File: config.mk
export PLATFORM = sky130hd
export DESIGN_NAME = aes_round_scheduler
export DESIGN_NICKNAME = d
export VERILOG_FILES = /design/src/rtl/aes_pkg.sv /design/src/rtl/rr_arbiter_2.sv /design/src/rtl/aes_round_scheduler.sv
export SDC_FILE = /design/constraint.sdc
export NUM_CORES = 1
export LEC_CHECK = 0
export ABC_AREA = 1
export CAP_MARGIN = 5
export CORE_AREA = 2 2 408 410
export DETAILED_ROUTE_END_ITERATION = 6
export DIE_AREA = 0 0 410 412
export PLACE_DENSITY = 0.43
export SYNTH_ARGS = -nofsm -noshare
export SYNTH_HDL_FRONTEND = slang
export SYNTH_HIERARCHICAL = 1
export SYNTH_SLANG_ARGS = --single-unit
File: constraint.sdc
create_clock -name CLK -period 1.4 [get_ports CLK]
set_input_delay 0.14 -clock CLK [delete_from_list [all_inputs] [get_ports CLK]]
set_output_delay 0.14 -clock CLK [all_outputs]
set_load 0.01 [all_outputs]
File: src/rtl/aes_pkg.sv
// Shared constants and types for the AES-128 round scheduler:
// round bounds, widths, scheduler states and requester source tags.
package aes_pkg;

    localparam int SENTENCE   = 128;
    localparam int NUM_ROUNDS = 10;
    localparam int ROUND_W    = 4;

    typedef enum logic [1:0] {
        ST_IDLE  = 2'd0,
        ST_ROUND = 2'd1,
        ST_HOLD  = 2'd2
    } sched_state_e;

    localparam logic SRC_A = 1'b0;
    localparam logic SRC_B = 1'b1;

    // Grant vectors are one-hot with bit 0 = A and bit 1 = B.
    function automatic logic grant_to_src(input logic [1:0] grant);
        logic src;
        if (grant[1]) begin
            src = SRC_B;
        end else begin
            src = SRC_A;
        end
        return src;
    endfunction

endpackage

File: src/rtl/rr_arbiter_2.sv
// Two-way round-robin grant: a lone requester always wins, a tie goes to
// whichever requester was not served last. Purely combinational.
module rr_arbiter_2
    import aes_pkg::*;
(
    input  logic       valid_a_i,
    input  logic       valid_b_i,
    input  logic       last_i,
    output logic [1:0] grant_o
);

    // One-hot grant selection from the two valids and the last-served pointer.
    always_comb begin
        grant_o = 2'b00;
        if (valid_a_i && valid_b_i) begin
            if (last_i == SRC_B) begin
                grant_o = 2'b01;
            end else begin
                grant_o = 2'b10;
            end
        end else if (valid_a_i) begin
            grant_o = 2'b01;
        end else if (valid_b_i) begin
            grant_o = 2'b10;
        end else begin
            grant_o = 2'b00;
        end
    end

endmodule

File: src/rtl/aes_round_scheduler.sv
// Sequencer and round-robin arbiter for a shared iterative AES-128 datapath:
// accepts one job at a time, steps rounds 0..NUM_ROUNDS, returns the tagged result.
module aes_round_scheduler #(
    parameter int SENTENCE   = aes_pkg::SENTENCE,
    parameter int NUM_ROUNDS = aes_pkg::NUM_ROUNDS,
    parameter int ROUND_W    = aes_pkg::ROUND_W
) (
    input  logic                CLK,
    input  logic                Rst_n,
    input  logic                Req_A_Valid,
    output logic                Req_A_Ready,
    input  logic [SENTENCE-1:0] Req_A_Text,
    input  logic [SENTENCE-1:0] Req_A_Key,
    input  logic                Req_B_Valid,
    output logic                Req_B_Ready,
    input  logic [SENTENCE-1:0] Req_B_Text,
    input  logic [SENTENCE-1:0] Req_B_Key,
    output logic [ROUND_W-1:0]  Dp_Round,
    output logic [SENTENCE-1:0] Dp_Text,
    output logic [SENTENCE-1:0] Dp_Key,
    output logic                Dp_Busy,
    input  logic [SENTENCE-1:0] Dp_Result,
    output logic                Out_Valid,
    input  logic                Out_Ready,
    output logic [SENTENCE-1:0] Out_Data,
    output logic                Out_Src
);

    import aes_pkg::*;

    localparam logic [ROUND_W-1:0] LAST_ROUND = ROUND_W'(NUM_ROUNDS);
    localparam logic [ROUND_W-1:0] ROUND_ONE  = ROUND_W'(1);
    localparam logic [ROUND_W-1:0] ROUND_ZERO = ROUND_W'(0);

    sched_state_e        state_q, state_d;
    logic [ROUND_W-1:0]  round_q, round_d;
    logic [SENTENCE-1:0] text_q, text_d;
    logic [SENTENCE-1:0] key_q, key_d;
    logic                busy_q, busy_d;
    logic                src_q, src_d;
    logic                last_q, last_d;
    logic                out_valid_q, out_valid_d;
    logic [SENTENCE-1:0] out_data_q, out_data_d;
    logic                out_src_q, out_src_d;

    logic [1:0]          grant_s;
    logic                idle_s;

    rr_arbiter_2 u_arb (
        .valid_a_i (Req_A_Valid),
        .valid_b_i (Req_B_Valid),
        .last_i    (last_q),
        .grant_o   (grant_s)
    );

    // Ready is only offered in IDLE and never while reset is held.
    assign idle_s      = (state_q == ST_IDLE) && Rst_n;
    assign Req_A_Ready = idle_s && grant_s[0];
    assign Req_B_Ready = idle_s && grant_s[1];

    // Next-state logic: accept in IDLE, count rounds, capture result, drain.
    always_comb begin
        state_d     = state_q;
        round_d     = round_q;
        text_d      = text_q;
        key_d       = key_q;
        busy_d      = busy_q;
        src_d       = src_q;
        last_d      = last_q;
        out_valid_d = out_valid_q;
        out_data_d  = out_data_q;
        out_src_d   = out_src_q;
        case (state_q)
            ST_IDLE: begin
                if (grant_s != 2'b00) begin
                    if (grant_s[1]) begin
                        text_d = Req_B_Text;
                        key_d  = Req_B_Key;
                    end else begin
                        text_d = Req_A_Text;
                        key_d  = Req_A_Key;
                    end
                    src_d   = grant_to_src(grant_s);
                    last_d  = grant_to_src(grant_s);
                    round_d = ROUND_ZERO;
                    busy_d  = 1'b1;
                    state_d = ST_ROUND;
                end else begin
                    state_d = ST_IDLE;
                end
            end
            ST_ROUND: begin
                if (round_q < LAST_ROUND) begin
                    round_d = round_q + ROUND_ONE;
                end else begin
                    // Dp_Result is the final AddRoundKey output during the last round.
                    out_data_d  = Dp_Result;
                    out_src_d   = src_q;
                    out_valid_d = 1'b1;
                    busy_d      = 1'b0;
                    round_d     = ROUND_ZERO;
                    state_d     = ST_HOLD;
                end
            end
            ST_HOLD: begin
                if (Out_Ready) begin
                    out_valid_d = 1'b0;
                    state_d     = ST_IDLE;
                end else begin
                    state_d = ST_HOLD;
                end
            end
            default: begin
                state_d     = ST_IDLE;
                round_d     = ROUND_ZERO;
                busy_d      = 1'b0;
                out_valid_d = 1'b0;
            end
        endcase
    end

    // State and output registers; async reset discards any job in flight.
    always_ff @(posedge CLK or negedge Rst_n) begin
        if (!Rst_n) begin
            state_q     <= ST_IDLE;
            round_q     <= ROUND_ZERO;
            text_q      <= {SENTENCE{1'b0}};
            key_q       <= {SENTENCE{1'b0}};
            busy_q      <= 1'b0;
            src_q       <= SRC_A;
            last_q      <= SRC_B;
            out_valid_q <= 1'b0;
            out_data_q  <= {SENTENCE{1'b0}};
            out_src_q   <= SRC_A;
        end else begin
            state_q     <= state_d;
            round_q     <= round_d;
            text_q      <= text_d;
            key_q       <= key_d;
            busy_q      <= busy_d;
            src_q       <= src_d;
            last_q      <= last_d;
            out_valid_q <= out_valid_d;
            out_data_q  <= out_data_d;
            out_src_q   <= out_src_d;
        end
    end

    assign Dp_Round  = round_q;
    assign Dp_Text   = text_q;
    assign Dp_Key    = key_q;
    assign Dp_Busy   = busy_q;
    assign Out_Valid = out_valid_q;
    assign Out_Data  = out_data_q;
    assign Out_Src   = out_src_q;

endmodule

==> run_results.csv, run 1 <==
group,metric,value,unit
status,status,"finished with violations",
status,violations,"negative setup slack",
worst_setup_path,path_max_fanout,7,
sta,fin_ws,-771.3,ps
cts,htree_levels,2,
floorplan,start_util,10.96,%
sta,grt_setup_unrepaired,"true",
worst_setup_path,critPathSlowestCell,"dfstp_2",
yosys,synth_area_leaders,"dfrtp_1 (55%), nand2_1 (41%), buf_2 (1.9%), clkbuf_1 (1.1%), buf_4 (0.42%)",
finish,nets,4393,
finish,seq_area,9894,sq um
global_route,grt_usage,13.35,%
cts,clock_path_buffers,3,
yosys,syn_avg_cell_area,7.168,sq um
finish,area_growth,103.0,%
worst_setup_path,path_cells,"buf_6, a21oi_4, buf_12, inv_8, a21oi_4, buf_4, buf_6, buf_16, buf_12, buf_16, buf_12, buf_16, nand2_1, nand2_1",
sta,period_share,155.1,%
global_route,grt_first_pass_wirelength,160300,um
yosys,yosys_warnings,6,
finish,nFillCells,18230,
routing,viasPerCell,3.408,
floorplan,core_area,164200,sq um
power,ir_drop,0.001058,V
yosys,synth_cells,2512,
yosys,ys_types,23,
finish,drive_above_1_share,9.470,%
worst_setup_path,critPathArrivalTime,2700,ps
yosys,seq_area_frac_synth,54.90,%
sta,fmax,0.4605,GHz
worst_hold_path,hold_path.class,"input port to flop",
yosys,synth_area,18010,sq um
yosys,synth-seq-cells,395,
yosys,synth_ff_type,"dfrtp_1",
yosys,yosys-top-cells-count,"nand2_1 (1947), dfrtp_1 (394), buf_2 (70), clkbuf_1 (52), buf_4 (10)",
sta,maxSlewViolCount,0,
sta,post-route-min-period,2171,ps
power,leakage,17.54,nW
yosys,syn-num-nets,3158,
routing,finalWirelength,117100,um
sta,fin_worst_skew,26.25,ps
cts,cts_tree,"yes",
yosys,async_reset_ff_share,100.0,%
job,cap_violations,0,
yosys,synth_edf_count,0,
worst_setup_path,endpoint_kind,"flop",
sta,max_slew_margin,51.45,%
yosys,yosysMostFrequentCell,"nand2_1",
cts,cts.clk_slew.worst_paths,60,ps
floorplan,fp.dieArea,168900,sq um
routing,drt_iter0_markers,1135,
cts,root_buffer,"clkbuf_16",
yosys,synth_top_area_share,54.76,%
worst_setup_path,crit_type,"flop to flop",
place,place.gp.congestion,0.9065,
power,p_per_area,1949,nW/um^2
place,io_buffers,1037,
routing,drc_errors,0,
global_route,grt_start_max_net_pins,90,
sta,finalSetupTns,-292880,ps
cts,clkLatencyLatePin,650,ps
cts,numCtsBuffers,55,
cts,clock_sinks,395,
global_route,grt_antenna_before_repair,42,
floorplan,pin_count,1038,
floorplan,die_w,410,um
routing,wire_per_inst,19.51,um
floorplan,dieHeight,412,um
routing,ant_nets,0,
worst_setup_path,start_kind,"flop",
global_route,overflow,0,
sta,hold_viol,0,
global_route,grt_pass1_vias,21020,
power,finalPower,71.24,mW
routing,dr.pass1.iters,5,
place,place_hpwl,87410,um
sta,worstMarginPinSlew,728.2,ps
sta,finalSetupViolCount,749,
yosys,yosysTopAreaCell,"dfrtp_1",
worst_setup_path,cp_data_required_time,1930,ps
floorplan,rows,149,
worst_setup_path,cp_slowest_stage_delay,550,ps
finish,multiInputGateArea,7518,sq um
routing,vias,20440,
==> metrics by stage <==
| step | utilization, % | setup slack, ps | instance area (sq um) | hold slack, ps | instances |
|---|---|---|---|---|---|
| after floorplan | - | -35.51 | 18230 | -155.6 | 2512 |
| after global placement | 19.38 | -840.9 | 31840 | 205.5 | 5708 |
| after detailed placement | 19.38 | -813.7 | 31840 | 210.0 | 5708 |
| after CTS | 22.15 | -911.1 | 36380 | 0.7519 | 5974 |
| after global routing | 22.24 | -879.4 | 36530 | 30.68 | 5992 |
| final | 22.25 | -771.3 | 36550 | 76.62 | 5999 |
==> layout by cell type (no fill, tap or decap), types with 2 or more instances in the layout <==
master           instances
clkbuf_1                13
dlygate4sd3_1           94
nand2_1               1932
nor2_1                   2
diode_2                 19
clkbuf_16               56
bufinv_16                6
buf_8                    9
dfrtp_2                  7
clkdlybuf4s50_1        990
a21oi_4                  2
inv_6                    2
inv_16                   4
inv_4                    2
inv_8                    2
nand2_2                 13
o21ai_0                  2
clkinv_2                 8
inv_2                    2
inv_1                    4
buf_12                  52
dfrtp_1                387
buf_6                   49
clkbuf_8                13
bufbuf_16               13
buf_16                  25
buf_4                   82
nor2_4                   2
nand2_4                  2
==> power by group <==
| group | internal, mW | total [mW] | switching, mW |
|---|---|---|---|
| Clock | 9.10 | 15.1 | 5.97 |
| Combinational | 18.7 | 35.7 | 17.0 |
| Sequential | 17.0 | 20.4 | 3.44 |
==> registers in the layout, indices dropped and copies added, names as in the netlist <==
signal	cells
src_q	1
Out_Src	1
last_q	1
state_q	2
Dp_Text	128
Dp_Round	4
Out_Data	128
Dp_Key	128
Dp_Busy	1
Out_Valid	1
==> area by class of cell <==
type	count	share of cell area (%)
sequential	395	27.07
tap	2189	7.494
clock inverter	19	0.7395
inverter	10	0.1815
clock buffer	82	4.458
timing repair buffer	1315	39.16
timing repair inverter	4	0.1951
multi-input combinational	1966	20.57
antenna	19	0.1301
==> timing repair <==
action,in CTS,in global routing
resized for setup,297,24
setup endpoints to repair,788,783
hold buffers,94,0
pin swaps,4,7
buffers inserted,36,9
endpoints found under the hold margin,487,0
gates cloned,35,0
==> path summary, 6_finish.rpt <==
kind                                    start  slack [ps]  cells after the start            to
worst max-delay path                   last_q        -770                     14    Dp_Key[80]
worst min register to register   Out_Data[78]         470                      2  Out_Data[78]
worst max register to register         last_q        -770                     14    Dp_Key[80]
min in group asynchronous               Rst_n         450                      3   Dp_Text[61]
max in group asynchronous               Rst_n         200                      4        last_q
worst min-delay path            Dp_Result[75]          80                      3  Out_Data[75]
==> cells by family after synthesis <==
| family | count (synthesis) | synth area share (%) |
|---|---|---|
| AOI/OAI and AO/OA | 8 | 0.2710 |
| and+or+nand+nor | 1956 | 40.87 |
| DFF | 395 | 54.90 |
| buffers and inverters | 151 | 3.843 |
| adders and majority gates | 1 | 0.06948 |
| xor gates and xnor gates | 1 | 0.04865 |
==> worst max-delay path: cells and delay by family (launching register included) <==
family                 cells  cell delay [ps]
buffers and inverters     10             1250
DFF                        1              550
AOI/OAI and AO/OA          2              120
and+or+nand+nor            2              110
==> routing by layer <==
metal	part of all wire, %	global-route usage [%]	up-vias
li1	-	-	10020
met1	41	15.74	9553
met2	48	22.36	698
met3	8.1	4.596	158
met4	3.2	4.811	14
met5	0.074	0	-
No activity file was read; power rests on OpenSTA's default activity.
==> run 2, diff against run 1 <==
- SLEW_MARGIN: default -> 20
==> results of run 2 <==
The final DEF is identical to that of run 1; final timing and power are the same.
